File: src/rtl/alu_pkg.sv
// Shared opcode encoding and saturation bounds for the SIMD integer ALU pipe.
package alu_pkg;

  typedef enum logic [1:0] {
    OP_ADD = 2'b00,
    OP_SUB = 2'b01,
    OP_MUL = 2'b10,
    OP_MAC = 2'b11
  } alu_op_t;

  function automatic longint max_pos(input int dw);
    return (longint'(1) <<< (dw - 1)) - longint'(1);
  endfunction

  function automatic longint max_neg(input int dw);
    return -(longint'(1) <<< (dw - 1));
  endfunction

endpackage

File: src/rtl/alu_integer_pipe_if.sv
// Operand/result bundle of the SIMD ALU pipe; valid/ready on both the input and output side.
interface alu_integer_pipe_if
  import alu_pkg::*;
#(
  parameter int DATA_WIDTH = 16,
  parameter int LANES      = 4
);

  logic                        in_valid;
  logic                        in_ready;
  alu_op_t                     opcode;
  logic [LANES*DATA_WIDTH-1:0] A;
  logic [LANES*DATA_WIDTH-1:0] B;
  logic                        acc_clr;
  logic                        out_valid;
  logic                        out_ready;
  logic [LANES*DATA_WIDTH-1:0] Out;
  logic [LANES-1:0]            V;
  logic [LANES-1:0]            N;
  logic [LANES-1:0]            Z;
  logic [LANES-1:0]            V_sticky;
  logic                        clr_sticky;

  modport master (
    output in_valid, opcode, A, B, acc_clr, out_ready, clr_sticky,
    input  in_ready, out_valid, Out, V, N, Z, V_sticky
  );

  modport slave (
    input  in_valid, opcode, A, B, acc_clr, out_ready, clr_sticky,
    output in_ready, out_valid, Out, V, N, Z, V_sticky
  );

endinterface

File: src/rtl/alu_lane_sat.sv
// One ALU lane, purely combinational: full-precision op on the input side and an
// independent saturator fed from the stage-1 register.
module alu_lane_sat
  import alu_pkg::*;
#(
  parameter int DATA_WIDTH = 16
) (
  input  alu_op_t                       op_i,
  input  logic signed [DATA_WIDTH-1:0]  a_i,
  input  logic signed [DATA_WIDTH-1:0]  b_i,
  input  logic signed [DATA_WIDTH-1:0]  acc_i,
  output logic signed [2*DATA_WIDTH:0]  full_o,
  input  logic signed [2*DATA_WIDTH:0]  full_i,
  output logic signed [DATA_WIDTH-1:0]  sat_o,
  output logic                          v_o
);

  localparam int FW = 2 * DATA_WIDTH + 1;
  localparam logic signed [FW-1:0] MAX_P = FW'(max_pos(DATA_WIDTH));
  localparam logic signed [FW-1:0] MAX_N = FW'(max_neg(DATA_WIDTH));

  logic signed [FW-1:0] a_x;
  logic signed [FW-1:0] b_x;
  logic signed [FW-1:0] acc_x;
  logic signed [FW-1:0] prod;

  assign a_x   = {{(FW-DATA_WIDTH){a_i[DATA_WIDTH-1]}}, a_i};
  assign b_x   = {{(FW-DATA_WIDTH){b_i[DATA_WIDTH-1]}}, b_i};
  assign acc_x = {{(FW-DATA_WIDTH){acc_i[DATA_WIDTH-1]}}, acc_i};
  assign prod  = a_x * b_x;

  always_comb begin
    full_o = a_x + b_x;
    case (op_i)
      OP_ADD:  full_o = a_x + b_x;
      OP_SUB:  full_o = a_x - b_x;
      OP_MUL:  full_o = prod;
      OP_MAC:  full_o = acc_x + prod;
      default: full_o = a_x + b_x;
    endcase
  end

  // Bounds themselves are representable, so only strict excess clamps.
  always_comb begin
    sat_o = full_i[DATA_WIDTH-1:0];
    v_o   = 1'b0;
    if (full_i > MAX_P) begin
      sat_o = MAX_P[DATA_WIDTH-1:0];
      v_o   = 1'b1;
    end else if (full_i < MAX_N) begin
      sat_o = MAX_N[DATA_WIDTH-1:0];
      v_o   = 1'b1;
    end
  end

endmodule

File: src/rtl/alu_integer_pipe.sv
// Two-stage SIMD integer ALU: S1 holds full-precision results, S2 the saturated Out and flags.
// Latency 2 cycles; the whole pipe stalls only when S2 is full and out_ready is low.
module alu_integer_pipe
  import alu_pkg::*;
#(
  parameter int DATA_WIDTH = 16,
  parameter int LANES      = 4
) (
  input  logic              clk,
  input  logic              rst,
  alu_integer_pipe_if.slave bus
);

  localparam int DW = DATA_WIDTH;
  localparam int FW = 2 * DW + 1;

  logic                         s1_vld_q, s1_vld_d;
  alu_op_t                      s1_op_q, s1_op_d;
  logic [LANES-1:0][FW-1:0]     s1_full_q, s1_full_d;
  logic [LANES-1:0][FW-1:0]     full;

  logic [LANES-1:0][DW-1:0]     acc_q, acc_d;
  logic [LANES-1:0][DW-1:0]     acc_fwd;
  logic [LANES-1:0][DW-1:0]     sat;
  logic [LANES-1:0]             sat_v;

  logic                         out_vld_q, out_vld_d;
  logic [LANES-1:0][DW-1:0]     out_q, out_d;
  logic [LANES-1:0]             v_q, v_d;
  logic [LANES-1:0]             n_q, n_d;
  logic [LANES-1:0]             z_q, z_d;
  logic [LANES-1:0]             stk_q, stk_d;

  logic                         s2_adv;
  logic                         s1_mv;
  logic                         in_rdy;
  logic                         accept;
  logic                         s1_mac;

  assign s2_adv = !out_vld_q || bus.out_ready;
  assign s1_mv  = s1_vld_q && s2_adv;
  assign in_rdy = !s1_vld_q || s2_adv;
  assign accept = bus.in_valid && in_rdy;
  assign s1_mac = s1_vld_q && (s1_op_q == OP_MAC);

  // A MAC in S1 commits its saturated value in the same edge that a new bundle is
  // accepted, so the incoming MAC must see that value rather than the stale register.
  assign acc_fwd = bus.acc_clr ? '0 : (s1_mac ? sat : acc_q);

  for (genvar g = 0; g < LANES; g++) begin : g_lane
    alu_lane_sat #(
      .DATA_WIDTH (DW)
    ) u_lane (
      .op_i   (bus.opcode),
      .a_i    (bus.A[g*DW +: DW]),
      .b_i    (bus.B[g*DW +: DW]),
      .acc_i  (acc_fwd[g]),
      .full_o (full[g]),
      .full_i (s1_full_q[g]),
      .sat_o  (sat[g]),
      .v_o    (sat_v[g])
    );
  end

  always_comb begin
    s1_vld_d  = s1_vld_q;
    s1_op_d   = s1_op_q;
    s1_full_d = s1_full_q;
    if (s1_mv) begin
      s1_vld_d = 1'b0;
    end
    if (accept) begin
      s1_vld_d  = 1'b1;
      s1_op_d   = bus.opcode;
      s1_full_d = full;
    end

    out_vld_d = s1_mv || (out_vld_q && !bus.out_ready);
    out_d     = out_q;
    v_d       = v_q;
    n_d       = n_q;
    z_d       = z_q;
    if (s1_mv) begin
      out_d = sat;
      v_d   = sat_v;
      for (int i = 0; i < LANES; i++) begin
        n_d[i] = sat[i][DW-1];
        z_d[i] = (sat[i] == '0);
      end
    end

    acc_d = acc_q;
    if (bus.acc_clr) begin
      acc_d = '0;
    end else if (s1_mv && s1_mac) begin
      acc_d = sat;
    end

    // A set arriving with the clear survives it.
    stk_d = (stk_q & ~{LANES{bus.clr_sticky}}) | (s1_mv ? sat_v : '0);
  end

  always_ff @(posedge clk) begin
    if (rst) begin
      s1_vld_q  <= 1'b0;
      s1_op_q   <= OP_ADD;
      s1_full_q <= '0;
      acc_q     <= '0;
      out_vld_q <= 1'b0;
      out_q     <= '0;
      v_q       <= '0;
      n_q       <= '0;
      z_q       <= '1;
      stk_q     <= '0;
    end else begin
      s1_vld_q  <= s1_vld_d;
      s1_op_q   <= s1_op_d;
      s1_full_q <= s1_full_d;
      acc_q     <= acc_d;
      out_vld_q <= out_vld_d;
      out_q     <= out_d;
      v_q       <= v_d;
      n_q       <= n_d;
      z_q       <= z_d;
      stk_q     <= stk_d;
    end
  end

  assign bus.in_ready  = in_rdy;
  assign bus.out_valid = out_vld_q;
  assign bus.Out       = out_q;
  assign bus.V         = v_q;
  assign bus.N         = n_q;
  assign bus.Z         = z_q;
  assign bus.V_sticky  = stk_q;

endmodule
File: src/flat_wrapper.sv
// flat-port wrapper written by rule: the top's interface ports become plain ports
module alu_integer_pipe_flat import alu_pkg::*;
#(
  parameter int DATA_WIDTH = 16,
  parameter int LANES      = 4
)
  (clk, rst, bus_in_valid, bus_opcode, bus_A, bus_B, bus_acc_clr, bus_out_ready, bus_clr_sticky, bus_in_ready, bus_out_valid, bus_Out, bus_V, bus_N, bus_Z, bus_V_sticky);
  alu_integer_pipe_if #(.DATA_WIDTH(DATA_WIDTH), .LANES(LANES)) bus_i ();
  input  logic clk;
  input  logic rst;
  input wire logic [$bits(bus_i.in_valid)-1:0] bus_in_valid;
  input wire logic [$bits(bus_i.opcode)-1:0] bus_opcode;
  input wire logic [$bits(bus_i.A)-1:0] bus_A;
  input wire logic [$bits(bus_i.B)-1:0] bus_B;
  input wire logic [$bits(bus_i.acc_clr)-1:0] bus_acc_clr;
  input wire logic [$bits(bus_i.out_ready)-1:0] bus_out_ready;
  input wire logic [$bits(bus_i.clr_sticky)-1:0] bus_clr_sticky;
  output wire logic [$bits(bus_i.in_ready)-1:0] bus_in_ready;
  output wire logic [$bits(bus_i.out_valid)-1:0] bus_out_valid;
  output wire logic [$bits(bus_i.Out)-1:0] bus_Out;
  output wire logic [$bits(bus_i.V)-1:0] bus_V;
  output wire logic [$bits(bus_i.N)-1:0] bus_N;
  output wire logic [$bits(bus_i.Z)-1:0] bus_Z;
  output wire logic [$bits(bus_i.V_sticky)-1:0] bus_V_sticky;
  assign bus_i.in_valid = bus_in_valid;
  assign bus_i.opcode = bus_opcode;
  assign bus_i.A = bus_A;
  assign bus_i.B = bus_B;
  assign bus_i.acc_clr = bus_acc_clr;
  assign bus_i.out_ready = bus_out_ready;
  assign bus_i.clr_sticky = bus_clr_sticky;
  assign bus_in_ready = bus_i.in_ready;
  assign bus_out_valid = bus_i.out_valid;
  assign bus_Out = bus_i.Out;
  assign bus_V = bus_i.V;
  assign bus_N = bus_i.N;
  assign bus_Z = bus_i.Z;
  assign bus_V_sticky = bus_i.V_sticky;
  alu_integer_pipe #(.DATA_WIDTH(DATA_WIDTH), .LANES(LANES)) u_core (.clk(clk), .rst(rst), .bus(bus_i));
endmodule
File: config.mk
export PLATFORM = sky130hd
export DESIGN_NAME = alu_integer_pipe_flat
export DESIGN_NICKNAME = d
export VERILOG_FILES = /design/src/rtl/alu_pkg.sv /design/src/rtl/alu_integer_pipe_if.sv /design/src/rtl/alu_lane_sat.sv /design/src/rtl/alu_integer_pipe.sv /design/src/flat_wrapper.sv
export SDC_FILE = /design/constraint.sdc
export NUM_CORES = 2
export LEC_CHECK = 0
export CAP_MARGIN = 15
export CORE_MARGIN = 1
export CORE_UTILIZATION = 45
export CTS_CLUSTER_DIAMETER = 200
export CTS_CLUSTER_SIZE = 25
export DETAILED_ROUTE_END_ITERATION = 16
export GPL_TIMING_DRIVEN = 0
export HOLD_SLACK_MARGIN = 0.05
export SYNTH_ARGS = -nofsm -noshare
export SYNTH_HDL_FRONTEND = slang
export SYNTH_SLANG_ARGS = --single-unit
export TNS_END_PERCENT = 50
File: constraint.sdc
create_clock -name clk -period 11.6 [get_ports clk]
set_clock_uncertainty 0.1 [all_clocks]
set_input_delay 2.32 -clock clk [delete_from_list [all_inputs] [get_ports clk]]
set_output_delay 2.32 -clock clk [all_outputs]
set_load 0.005 [all_outputs]
# ---- Word-level counts from Yosys, hierarchy flattened
# Index checks and enable logic that the tools add are counted.
dict set report op_classes {
  n_addsub 12
  mux 25
  eq_ne 4
  n_bitwise 3
  multipliers 4
  order_cmp 8
  n_reduce_logical 18
}
# cell n
set ops {}
lappend ops {{$pmux W33 S4} 4}
lappend ops {{$add A16 B32 Y33} 4}
lappend ops {{$gt A33 B16 Y1 const B} 4}
lappend ops {{$lt A33 B16 Y1 const B} 4}
lappend ops {{$mul A16 B16 Y32} 4}
lappend ops {{$mux W16} 8}
lappend ops {{$mux W64} 2}
lappend ops {{$add A16 B16 Y17} 4}
lappend ops {{$sub A16 B16 Y17} 4}
lappend ops {{$logic_not A16 Y1} 4}
lappend ops {{$mux W1} 10}
lappend ops {{$eq A2 B2 Y1 const B} 3}
lappend ops {{$logic_and A1 B1 Y1} 5}
lappend ops {{$and A4 B4 Y4} 1}
lappend ops {{$mux W4} 1}
lappend ops {{$not A4 Y4} 1}
lappend ops {{$or A4 B4 Y4} 1}
lappend ops {{$logic_not A1 Y1} 3}
lappend ops {{$logic_or A1 B1 Y1} 3}
lappend ops {{$eq A2 B1 Y1 const B} 1}
lappend ops {{$logic_not A2 Y1} 1}
lappend ops {{$reduce_bool A2 Y1} 1}
lappend ops {{$reduce_or A2 Y1} 1}
dict set report word_totals {
  word_cells 93
  register_bits 280
  output_inout_bits 82
}

# ---- Logic depth before layout (Yosys ltp)
dict set report depth {
  word_depth 7
  depth_mapped 33
  mapped_depth_nobuf 32
}

# ---- Cells and area by module
# Synthesis repeated with hierarchy kept, for this count alone.
dict set report hier_totals {
  cells_unflattened 8106
  hier_area_um2 65984.5
}
# mod instances area_each_um2 seq_area_each_um2 cells_each
set by_module_without_submodules {}
lappend by_module_without_submodules {{alu_lane_sat at u_core.g_lane[0].u_lane} 1 13884.6 0.0 1692}
lappend by_module_without_submodules {{alu_lane_sat at u_core.g_lane[1].u_lane} 1 13734.4 0.0 1689}
lappend by_module_without_submodules {{alu_lane_sat at u_core.g_lane[2].u_lane} 1 13503.0 0.0 1628}
lappend by_module_without_submodules {{alu_lane_sat at u_core.g_lane[3].u_lane} 1 13464.2 0.0 1615}
lappend by_module_without_submodules {alu_integer_pipe 1 11398.4 5525.3 1482}

# ---- Worst setup path after synthesis
# OpenSTA, ideal clock, no wires.
dict set report synth_timing {
  path_kind {input to register}
  startpoint {input bus_B[33]}
  endpoint {register u_core.s1_full_q[97] in the netlist's numbering}
  arrival_time_ps 9249
  setup_slack_ps 2172
  stages 28
  path_cell_list {clkbuf_1 > nand2_1 > inv_1 > fa_1 > inv_1 > fa_1 > inv_1 > fa_1 > fa_1 > fa_1 > fa_1 > ha_1 > or4_1 > a21oi_1 > o21ai_0 > o21ai_0 > o21ai_0 > o21bai_1 > a21oi_1 > or3_1 > and2_1 > ha_1 > and3_1 > a221o_1 > a31oi_1 > xnor2_1 > a21oi_1 > a211oi_2}
}
dict set report synth_via {
  elab_chain_cells 3
}
# item line
set synth_lines {}
lappend synth_lines {{from (decl)} flat_wrapper.sv:14} ;# input wire logic [$bits(bus_i.B)-1:0] bus_B;
lappend synth_lines {{$mul A16 B16 Y32} alu_lane_sat.sv:30} ;# assign prod = a_x * b_x;
lappend synth_lines {{$add A16 B32 Y33} alu_lane_sat.sv:38} ;# OP_MAC: full_o = acc_x + prod;
lappend synth_lines {{$pmux W33 S4 *} alu_lane_sat.sv:34} ;# case (op_i)
lappend synth_lines {{to (signal assigned)} alu_integer_pipe.sv:118} ;# s1_full_q <= s1_full_d;
lappend synth_lines {{to (decl)} alu_integer_pipe.sv:19} ;# logic [LANES-1:0][FW-1:0] s1_full_q, s1_full_d;
# Mark *: on every way between the ends. The rest lies on a longest branch, timed or not.
# A chain may end at the register's enable or synchronous reset.

# ---- Final worst setup path
dict set report layout_timing {
  startpoint {input bus_B[25]}
  endpoint {register u_core.s1_full_q[62] in the netlist's numbering}
}
# Same word-level chain as after synthesis.

==> results.md <==
* Reg2reg setup slack at approximately 5.2 ns
* DRT iter0 DRCs at between 5k and 6k
* DP HPWL at 195.7 mm
* Critical path peak fanout at 10
* Final WS setup at 0.2769 ns
* Nets at ~9.7k
* Yosys synthesis warning count at 0
* H-Tree Depth at 1
* Drc violations at 0
* Area contributors post-synth: fa_1, ha_1, dfxtp_1
* Die Wd at about 380 um
* Post-CTS sizing at 0
* Crit path required time at around 12 ns
* Hold/Removal Path Class: flop to flop
* Clk slew on worst S/H paths at about 0.11 ns
* Worst EP arrival at 11.62 ns
* Cell accounting for the most synthesized area: fa_1
* Worst Hold End: u_core.bus.V[1]
* Antenna violations before repair at 11
* Worst setup EP type: flop
* Reg2reg end: u_core.s1_full_q[129]
* Fmax at ~0.09 GHz
* Seq cells post-synth at between 200 and 300
* Area Growth Syn to Fin at 8.392%
* I/O Buffers at ~220
* Dominant synthesized flop cell: dfxtp_1
* Post-CTS Setup Bufs at 0
* Top Ports at roughly 220
* Worst setup SP type: input pin
* Overflow after GRT at 0
* Top cell type's share of synthesized area at 0.3336
* Number of hold buffers added after CTS at 0
* Post-synth EDFFs at 0
* DRT Pass-1 Iters at 6
* Cts bufs inserted at 15
* Endpoints failing setup at 0
* Asr flop ratio synth at 0
* Synthesized instance count at 7,651
* Post-synthesis sequential area ratio at 0.08685
* Core Box Area at around 0.14 sq mm
* Worst-Margin Slew at 1.395 ns
* Final hold vios at 0
* Via count at between 50k and 60k
* Slew Limit Fails at 0
* WL per Instance at 24.08 um
* Mapped Area at between 0.06 and 0.07 sq mm
* Critical path's largest stage delay at between 0.8 and 0.9 ns
* R2R depth at 19
* Total Wirelength at between 200 and 250 mm
* Rel. slew slack at 0.07027
* Antenna-violating nets left at 0
* CP max stage cell: clkdlybuf4s50_1
* Die height at 378.0 um
* Share of post-route cells with drive strength above 1 at 0.01998
* Synth unique cells at roughly 110
* Root Driver: clkbuf_16
* Cell mode on critical path: fa_1
* Max layer used: met5
* Hold_sp: u_core.bus.V[1]
* Vias per cell at between 5 and 6
* Worst r2r src: u_core.s1_vld_q
* Vias in the first global route at 56.47k
* RSZ-0062 raised after global routing: yes
* Final Cycle Share at 0.9761
* First-pass GRT wire length at 353.9 mm
* Routability cong. at between 1 and 1.5
* Total GRT Usage at 0.3314
* Row cnt at around 140
* Pin count of the biggest net entering global routing at 26
* Total Die Area at between 0.1 and 0.15 sq mm
* Clock Latency Late Sink at 0.54 ns
* Max clock buf depth at 3
* Status: finished, final reports clean
* Syn_area_per_cell at between 8 and 9 sq um
* Met2 Routed Length at about 100 mm
* Syn Nets at 9,435
* Final core utilization at 0.4930
* Initial Utilization at 0.4548
* Tmin final at roughly 11 ns
* CTS tree: yes
* Met3 WL at roughly 22 mm
* Crit Path Class: input pin to flop
* Metal-1 WL at between 100 and 150 mm
* Max-cap violations at 0
* Sink Count at between 200 and 300
* Hold path cells at 2
* Pre-CTS WS at -0.2996 ns
==> worst max-delay path, delay by kind of cell <==
family / cells / cell delay [ns]
compound gates: 8 / 2.54
xor+xnor: 2 / 0.27
fa+ha+maj: 8 / 3.73
buf+inv: 7 / 1.66
simple gates: 7 / 1.05
==> layout by cell type, fill, tap and decap left out, drive strengths merged, types with 56 or more instances in the layout <==
master	Yosys	final
a31oi	56	56
clkbuf	279	295
buf	39	61
clkdlybuf4s50	0	217
and2	386	386
o21ai	278	278
xnor2	204	204
a211oi	198	198
nor2	617	617
dfxtp	276	276
nand3	59	59
fa	1060	1060
nor3	105	105
xor2	87	87
ha	588	588
nand2	786	786
nand2b	65	65
a21o	108	108
a21oi	453	453
inv	1342	1342
==> flip-flops by register name (all words and copies together) (netlist names) <==
signal	cells
u_core.bus.N	4
u_core.bus.Z	4
u_core.s1_full_q	132
u_core.s1_op_q	2
u_core.s1_vld_q	1
u_core.acc_q	64
u_core.bus.V	4
u_core.bus.V_sticky	4
u_core.bus.out_valid	1
u_core.bus.Out	60
==> layer usage <==
layer,global-route usage,vias up
met3,0.05818,344
met2,0.5066,2542
met1,0.4753,28080
met4,0.1018,4
li1,-,25150
met5,0,-
==> cells in the mapped netlist (16+ instances only) <==
cell type     n
xor2_1       87
nor2b_1      38
o21a_1       54
xnor2_1     203
or3_1        26
nor2_1      617
a31oi_1      56
o31ai_1      30
a21o_1      107
a211oi_1    191
nand3_1      59
dfxtp_1     276
o211ai_1     50
clkbuf_1    279
or2_2        21
and3_1       27
o21ai_0     244
nand2b_1     64
buf_1        22
nor4_1       36
fa_1       1060
nand4_1      46
ha_1        588
a211o_1      16
o21ai_1      33
inv_1      1341
a21oi_1     452
nand2_1     786
nor3_1      105
o21bai_1     38
a221oi_1     22
and2_1      386
mux2i_1      23
==> how the worst max path moves through the flow <==
stage,startpoint,to,slack [ns]
after floorplan,bus_B[33],u_core.s1_full_q[97],2.17
after global routing,bus_A[26],u_core.s1_full_q[62],-0.02
after CTS,bus_A[1],u_core.s1_full_q[30],0.21
after global placement,bus_A[1],u_core.s1_full_q[30],-0.32
after detailed placement,bus_A[1],u_core.s1_full_q[30],-0.30
final,bus_B[25],u_core.s1_full_q[62],0.28
==> layout make-up <==
type / count / area [sq um]
flip-flops and latches: 276 / 5525
plain buffers: 318 / 1244
diodes: 2 / 5.005
inverters: 1347 / 5060
clock buffers: 16 / 379.1
fillers: 13880 / 70920
well taps: 1876 / 2347
repair buffers: 239 / 2541
clock inverters: 1 / 30.03
multi-input cells: 5710 / 51820
==> kinds of logic after synthesis <==
family | after synthesis | share of synthesized area
AO/OA/AOI/OAI | 1476 | 0.1518
XOR/XNOR | 291 | 0.04018
adder cells (fa/ha/maj) | 1648 | 0.4492
buffers and inverters | 1665 | 0.09897
flip-flops | 276 | 0.08685
multiplexers | 41 | 0.008221
AND/OR/NAND/NOR | 2254 | 0.1647
==> through the flow <==
step | cell area [sq um] | cells | TNS, ns | hold slack [ns]
final | 68950 | 9785 | 0 | 0.3614
after global routing | 68950 | 9784 | -0.02066 | 0.3821
after CTS | 68930 | 9783 | 0 | 0.3608
after detailed placement | 68520 | 9766 | -1.002 | 0.3466
after global placement | 68140 | 9744 | -1.055 | 0.3415
after floorplan | 63620 | 7651 | 0 | 0.3267
Power is not shown: default switching activity piles up to over one toggle a cycle in this logic, so the estimate is an artifact.
